## src/rtl/fx_chain_pipeline.sv

```systemverilog
// Four-register effects chain: input gain, selectable hard/soft clipper, output volume.
// Every sample travels with its own parameter snapshot and clip flag; a sticky saturating counter tallies clipped outputs.
module fx_chain_pipeline #(
    parameter int unsigned IN_W      = 12,
    parameter int unsigned FXP_W     = 16,
    parameter int unsigned GAIN_W    = 11,
    parameter int unsigned GAIN_FRAC = 4,
    parameter int unsigned VOL_W     = 8,
    parameter int unsigned VOL_FRAC  = 7,
    parameter int unsigned CNT_W     = 16
) (
    input  logic                    clk,
    input  logic                    rst,
    input  logic                    i_valid,
    input  logic signed [IN_W-1:0]  i_sample,
    input  logic [GAIN_W-1:0]       i_par_gain,
    input  logic [1:0]              i_par_mode,
    input  logic [FXP_W-2:0]        i_par_thresh,
    input  logic [VOL_W-1:0]        i_par_vol,
    input  logic                    i_clip_clr,
    output logic signed [FXP_W-1:0] o_sample,
    output logic                    o_valid,
    output logic                    o_clip,
    output logic [CNT_W-1:0]        o_clip_cnt
);

    localparam int unsigned G_PROD_W = FXP_W + GAIN_W + 1;
    localparam int unsigned V_PROD_W = FXP_W + VOL_W + 1;
    localparam int unsigned MAG_W    = FXP_W + 1;

    localparam logic signed [FXP_W-1:0]    X_MAX = {1'b0, {(FXP_W-1){1'b1}}};
    localparam logic signed [FXP_W-1:0]    X_MIN = {1'b1, {(FXP_W-1){1'b0}}};
    localparam logic signed [G_PROD_W-1:0] G_MAX = G_PROD_W'(X_MAX);
    localparam logic signed [G_PROD_W-1:0] G_MIN = G_PROD_W'(X_MIN);
    localparam logic signed [V_PROD_W-1:0] V_MAX = V_PROD_W'(X_MAX);
    localparam logic signed [V_PROD_W-1:0] V_MIN = V_PROD_W'(X_MIN);
    localparam logic signed [MAG_W-1:0]    M_MAX = MAG_W'(X_MAX);
    localparam logic signed [MAG_W-1:0]    M_MIN = MAG_W'(X_MIN);
    localparam logic [CNT_W-1:0]           CNT_MAX = {CNT_W{1'b1}};

    // S0: sign-extended sample plus parameter snapshot
    logic                    s0_valid_q;
    logic signed [FXP_W-1:0] s0_x_q;
    logic [GAIN_W-1:0]       s0_gain_q;
    logic [1:0]              s0_mode_q;
    logic [FXP_W-2:0]        s0_thresh_q;
    logic [VOL_W-1:0]        s0_vol_q;

    // S1: gained sample
    logic                    s1_valid_q;
    logic signed [FXP_W-1:0] s1_x_q, s1_x_d;
    logic                    s1_clip_q, s1_clip_d;
    logic [1:0]              s1_mode_q;
    logic [FXP_W-2:0]        s1_thresh_q;
    logic [VOL_W-1:0]        s1_vol_q;

    // S2: clipped sample
    logic                    s2_valid_q;
    logic signed [FXP_W-1:0] s2_x_q, s2_x_d;
    logic                    s2_clip_q, s2_clip_d;
    logic [VOL_W-1:0]        s2_vol_q;

    // Output stage
    logic signed [FXP_W-1:0] out_x_q, out_x_d;
    logic                    out_valid_q;
    logic                    out_clip_q, out_clip_d;
    logic [CNT_W-1:0]        cnt_q, cnt_d;

    logic signed [G_PROD_W-1:0] g_a, g_b, g_prod, g_shift;
    logic signed [V_PROD_W-1:0] v_a, v_b, v_prod, v_shift;
    logic                       neg;
    logic [MAG_W-1:0]           mag, thr, mag_o;
    logic signed [MAG_W-1:0]    smag, res;

    // S1 gain: signed x unsigned, floor shift, saturate
    always_comb begin
        g_a       = G_PROD_W'(s0_x_q);
        g_b       = G_PROD_W'({1'b0, s0_gain_q});
        g_prod    = g_a * g_b;
        g_shift   = g_prod >>> GAIN_FRAC;
        s1_clip_d = 1'b0;
        s1_x_d    = FXP_W'(g_shift);
        if (g_shift > G_MAX) begin
            s1_x_d    = X_MAX;
            s1_clip_d = 1'b1;
        end else if (g_shift < G_MIN) begin
            s1_x_d    = X_MIN;
            s1_clip_d = 1'b1;
        end
    end

    // S2 clipper in sign-magnitude so the most negative level has a representable magnitude
    always_comb begin
        neg  = s1_x_q[FXP_W-1];
        mag  = neg ? -MAG_W'(s1_x_q) : MAG_W'(s1_x_q);
        thr  = MAG_W'(s1_thresh_q);
        mag_o = mag;
        case (s1_mode_q)
            2'b00:   mag_o = mag;
            2'b10:   mag_o = (mag > thr) ? thr + ((mag - thr) >> 2) : mag;
            default: mag_o = (mag > thr) ? thr : mag;
        endcase
        smag = mag_o;
        res  = neg ? -smag : smag;
        if (res > M_MAX) begin
            s2_x_d = X_MAX;
        end else if (res < M_MIN) begin
            s2_x_d = X_MIN;
        end else begin
            s2_x_d = FXP_W'(res);
        end
        s2_clip_d = s1_clip_q | (s2_x_d != s1_x_q);
    end

    // S3 volume feeding the output register directly
    always_comb begin
        v_a        = V_PROD_W'(s2_x_q);
        v_b        = V_PROD_W'({1'b0, s2_vol_q});
        v_prod     = v_a * v_b;
        v_shift    = v_prod >>> VOL_FRAC;
        out_clip_d = s2_clip_q;
        out_x_d    = FXP_W'(v_shift);
        if (v_shift > V_MAX) begin
            out_x_d    = X_MAX;
            out_clip_d = 1'b1;
        end else if (v_shift < V_MIN) begin
            out_x_d    = X_MIN;
            out_clip_d = 1'b1;
        end
    end

    // Clear wins over a coincident clip event
    always_comb begin
        cnt_d = cnt_q;
        if (i_clip_clr) begin
            cnt_d = '0;
        end else if (out_valid_q && out_clip_q && (cnt_q != CNT_MAX)) begin
            cnt_d = cnt_q + CNT_W'(1);
        end
    end

    always_ff @(posedge clk or posedge rst) begin
        if (rst) begin
            s0_valid_q  <= 1'b0;
            s0_x_q      <= '0;
            s0_gain_q   <= '0;
            s0_mode_q   <= '0;
            s0_thresh_q <= '0;
            s0_vol_q    <= '0;
            s1_valid_q  <= 1'b0;
            s1_x_q      <= '0;
            s1_clip_q   <= 1'b0;
            s1_mode_q   <= '0;
            s1_thresh_q <= '0;
            s1_vol_q    <= '0;
            s2_valid_q  <= 1'b0;
            s2_x_q      <= '0;
            s2_clip_q   <= 1'b0;
            s2_vol_q    <= '0;
            out_x_q     <= '0;
            out_valid_q <= 1'b0;
            out_clip_q  <= 1'b0;
            cnt_q       <= '0;
        end else begin
            s0_valid_q  <= i_valid;
            s1_valid_q  <= s0_valid_q;
            s2_valid_q  <= s1_valid_q;
            out_valid_q <= s2_valid_q;
            out_clip_q  <= s2_valid_q & out_clip_d;
            cnt_q       <= cnt_d;
            if (i_valid) begin
                s0_x_q      <= FXP_W'(i_sample);
                s0_gain_q   <= i_par_gain;
                s0_mode_q   <= i_par_mode;
                s0_thresh_q <= i_par_thresh;
                s0_vol_q    <= i_par_vol;
            end
            if (s0_valid_q) begin
                s1_x_q      <= s1_x_d;
                s1_clip_q   <= s1_clip_d;
                s1_mode_q   <= s0_mode_q;
                s1_thresh_q <= s0_thresh_q;
                s1_vol_q    <= s0_vol_q;
            end
            if (s1_valid_q) begin
                s2_x_q    <= s2_x_d;
                s2_clip_q <= s2_clip_d;
                s2_vol_q  <= s1_vol_q;
            end
            if (s2_valid_q) begin
                out_x_q <= out_x_d;
            end
        end
    end

    assign o_sample   = out_x_q;
    assign o_valid    = out_valid_q;
    assign o_clip     = out_clip_q;
    assign o_clip_cnt = cnt_q;

endmodule
```

## config.mk

```make
export PLATFORM = sky130hd
export DESIGN_NAME = fx_chain_pipeline
export DESIGN_NICKNAME = d
export VERILOG_FILES = /design/src/rtl/fx_chain_pipeline.sv
export SDC_FILE = /design/constraint.sdc
export NUM_CORES = 1
export LEC_CHECK = 0
export BUFFER_PORTS_ARGS = -buffer_cell sky130_fd_sc_hd__buf_4
export CORE_ASPECT_RATIO = 0.75
export CORE_UTILIZATION = 35
export CTS_CLUSTER_SIZE = 16
export DETAILED_ROUTE_END_ITERATION = 12
export GPL_TIMING_DRIVEN = 0
export PLACE_DENSITY = 0.48
export SKIP_LAST_GASP = 1
export SLEW_MARGIN = 20
export SYNTH_ARGS = -nofsm -noshare
export SYNTH_HDL_FRONTEND = slang
export SYNTH_SLANG_ARGS = --single-unit
```

## constraint.sdc

```tcl
create_clock -name clk -period 6.4 [get_ports clk]
set_clock_uncertainty 0.15 [all_clocks]
set_input_delay 1.28 -clock clk [delete_from_list [all_inputs] [get_ports clk]]
set_output_delay 1.28 -clock clk [all_outputs]
set_load 0.02 [all_outputs]
```

==> run summary <==
Synth Area in Compound Gates: 0.106
max-cap viol count: 0
Setup TNS: -0.154 ns
Hold Path Class: flip-flop to flip-flop
First DRT Iteration DRCs: 826
CTS clk-pin slew, worst paths: 0.07 ns
post-synthesis mux area share: 0.0517
drt total wl: 49600 um
largest net degree at the start of global routing: 81
gr ovfl total: 0
Post-synth top flop: dfrtp_1
cts bufs inserted: 17
worst setup path class: flip-flop to flip-flop
IO Count: 86
cell area after synthesis: 18400 sq um
vias in the first global route: 14.8k
Antenna Cells: 0
synthesis warning total: 0
Area Overhead vs Synth: 23.0%
combinational family with the most area after synthesis: adder cells
Via density: 4.95
Mapped Avg Cell Area: 9.20 sq um
Finish-stage setup viols: 1
area fraction of the dominant cell type after synthesis: 0.247
Antenna Violating Nets Remaining: 0
Die Span Y: 200 um
Async SR Flop Fraction: 1.00
CP Data Arrival Time: 6.74 ns
RSZ-0062 raised after global routing: true
Rel. slew slack: 0.313
adder-cell area share of the yosys netlist: 0.338
Post-Synth Simple-Gate Area: 0.161
pins over their slew limit: 0
full die area: 53400 sq um
reg-to-reg slack, setup: -0.15 ns
Worst-Skew Late Latency: 0.47 ns
Starting Density: 0.355
core area: 51700 sq um
Avg WL per Cell: 17.1 um
Gate Count Post-Synth: 1996
crit path max fanout: 5
Worst Setup End Kind: flip-flop
register area share after synthesis: 0.207
Peak Freq: 153 MHz
Die Width: 267 um
Max clock buf depth: 2
Syn Nets: 2408
xor/xnor share of the synthesized area: 0.0505
final worst slack: -0.154 ns
Root Driver: clkbuf_16
FP Rows: 72
DP Wirelength: 38700 um
Slowest-stage cell, CP: or4_4
main area contributors after synthesis: fa_1 (25%), dfrtp_1 (21%), ha_1 (9.1%), inv_1 (6.6%), mux2_2 (4.8%)
fraction of layout cells with a size suffix above 1: 0.231
first-pass GRT wire length: 80800 um
H-tree lvl count: 4
Seq cells post-synth: 152
worst path required time: 6.59 ns
min Tclk post-route: 6.55 ns
PortBufs: 84
CTS Sinks: 152
Synth cell types: 79
Post-synth EDFFs: 0
TritonCTS clock tree: yes
final worst path period share: 1.02
final core utilization: 0.437
routability cong.: 0.882
type of origin of the critical path: flip-flop
worst stage delay on the critical path: 0.53 ns
fin nets: 2598
largest area contributor in the synthesized netlist: fa_1
First-pass DRT Iterations: 5
vias: 14.4k
initial antenna violation count: 0
outcome: finished with violations
GRT Overall Usage: 0.193
Tightest Pin Transition: 1.03 ns
final hold violations: 0
drc violations: 0
failing checks: negative setup slack
-- per-stage QoR --
stage	instances	setup WS (ns)	area, sq um	hold WS (ns)
detailed placement	2784	-1.69	20000	0.223
global route	2902	-0.371	22600	0.256
floorplan	1996	0.00261	18400	0.202
finish	2902	-0.154	22600	0.238
global placement	2783	-1.63	19900	0.212
CTS	2867	-0.230	21700	0.240
-- timing repair --
| action | CTS | global route |
|---|---|---|
| cloned | 0 | 2 |
| setup endpoints to repair | 51 | 49 |
| setup buffers | 63 | 38 |
| gates resized for setup | 157 | 143 |
| pin swaps | 61 | 91 |
| hold buffers | 0 | 0 |
-- synth_stat cells, types with 21 or more instances --
| master | n |
|---|---|
| inv_1 | 323 |
| fa_1 | 227 |
| nand2_1 | 191 |
| dfrtp_1 | 152 |
| and2_1 | 133 |
| ha_1 | 133 |
| nor2_1 | 103 |
| a21oi_1 | 87 |
| mux2_2 | 79 |
| clkbuf_1 | 72 |
| xnor2_1 | 65 |
| o21ai_0 | 57 |
| xor2_1 | 41 |
| nand3_1 | 32 |
| o21a_1 | 24 |
| nor3_1 | 23 |
| nand4_1 | 21 |
-- cells by family (layout without fill, tap and decap cells) --
family,after synthesis,after routing
flops,152,152
buf+inv,409,612
fa+ha+maj,360,360
xor+xnor,106,106
mux,85,85
compound gates,294,294
simple gates,590,590
-- sequential cells by signal, summed over array words and instances, names as in the netlist, 8 cells and up --
name,cells
o_clip_cnt,16
o_sample,16
s0_gain_q,11
s0_thresh_q,15
s0_vol_q,8
s0_x_q,12
s1_thresh_q,15
s1_vol_q,8
s1_x_q,16
s2_vol_q,8
s2_x_q,16
-- final timing paths --
kind / startpoint / end / cells past startpoint
max reg2reg: s1_x_q[6]$_DFFE_PP0P_ / s2_clip_q$_DFFE_PP0P_ / 29
max in group asynchronous: rst / s1_x_q[15]$_DFFE_PP0P_ / 3
min reg2reg: s0_valid_q$_DFF_PP0_ / s1_valid_q$_DFF_PP0_ / 0
min in group asynchronous: rst / s1_vol_q[0]$_DFFE_PP0P_ / 2
max: s1_x_q[6]$_DFFE_PP0P_ / s2_clip_q$_DFFE_PP0P_ / 29
min: s0_valid_q$_DFF_PP0_ / s1_valid_q$_DFF_PP0_ / 0
-- final cells by class --
type | count | area [sq um]
buffer | 70 | 428
clock buffer | 17 | 425
clock inverter | 15 | 193
fill | 5106 | 29100
inverter | 323 | 1220
multi-input combinational | 1435 | 14100
sequential | 152 | 3820
tap | 703 | 880
timing repair buffer | 187 | 1510
-- worst max-delay path: cells and delay by family (launching register included) --
kind | cells | cell delay (ns)
AOI/OAI and AO/OA | 10 | 1.62
adders and majority gates | 2 | 0.55
xor gates and xnor gates | 3 | 0.49
muxes | 1 | 0.27
and+or+nand+nor | 10 | 2.47
DFF | 1 | 0.41
buffers and inverters | 3 | 0.45
-- layout by cell type (no fill, tap or decap), drive strengths merged, types with 4 or more instances in the layout --
| cell type | Yosys | final |
|---|---|---|
| a211oi | 10 | 10 |
| a21o | 17 | 17 |
| a21oi | 88 | 88 |
| a2bb2oi | 4 | 4 |
| a31oi | 16 | 16 |
| a41oi | 4 | 4 |
| and2 | 133 | 133 |
| and3 | 11 | 11 |
| buf | 14 | 212 |
| clkbuf | 72 | 62 |
| dfrtp | 152 | 152 |
| fa | 227 | 227 |
| ha | 133 | 133 |
| inv | 323 | 334 |
| mux2 | 79 | 79 |
| mux2i | 6 | 6 |
| nand2 | 192 | 192 |
| nand2b | 13 | 13 |
| nand3 | 32 | 32 |
| nand4 | 21 | 21 |
| nand4b | 4 | 4 |
| nor2 | 103 | 103 |
| nor2b | 15 | 15 |
| nor3 | 23 | 23 |
| nor3b | 4 | 4 |
| nor4 | 11 | 11 |
| o2111ai | 4 | 4 |
| o211ai | 16 | 16 |
| o21a | 24 | 24 |
| o21ai | 61 | 61 |
| o311ai | 4 | 4 |
| o31ai | 6 | 6 |
| o41ai | 4 | 4 |
| or2 | 4 | 4 |
| or3 | 11 | 11 |
| or4 | 4 | 4 |
| xnor2 | 65 | 65 |
| xor2 | 41 | 41 |
-- metal layers --
metal / track usage / share of wire
met5: 0 / 0
met4: 0.0289 / 0.0081
met3: 0.0369 / 0.045
met2: 0.285 / 0.42
met1: 0.295 / 0.52
Power is not shown: default switching activity piles up to over one toggle a cycle in this logic, so the estimate is an artifact.
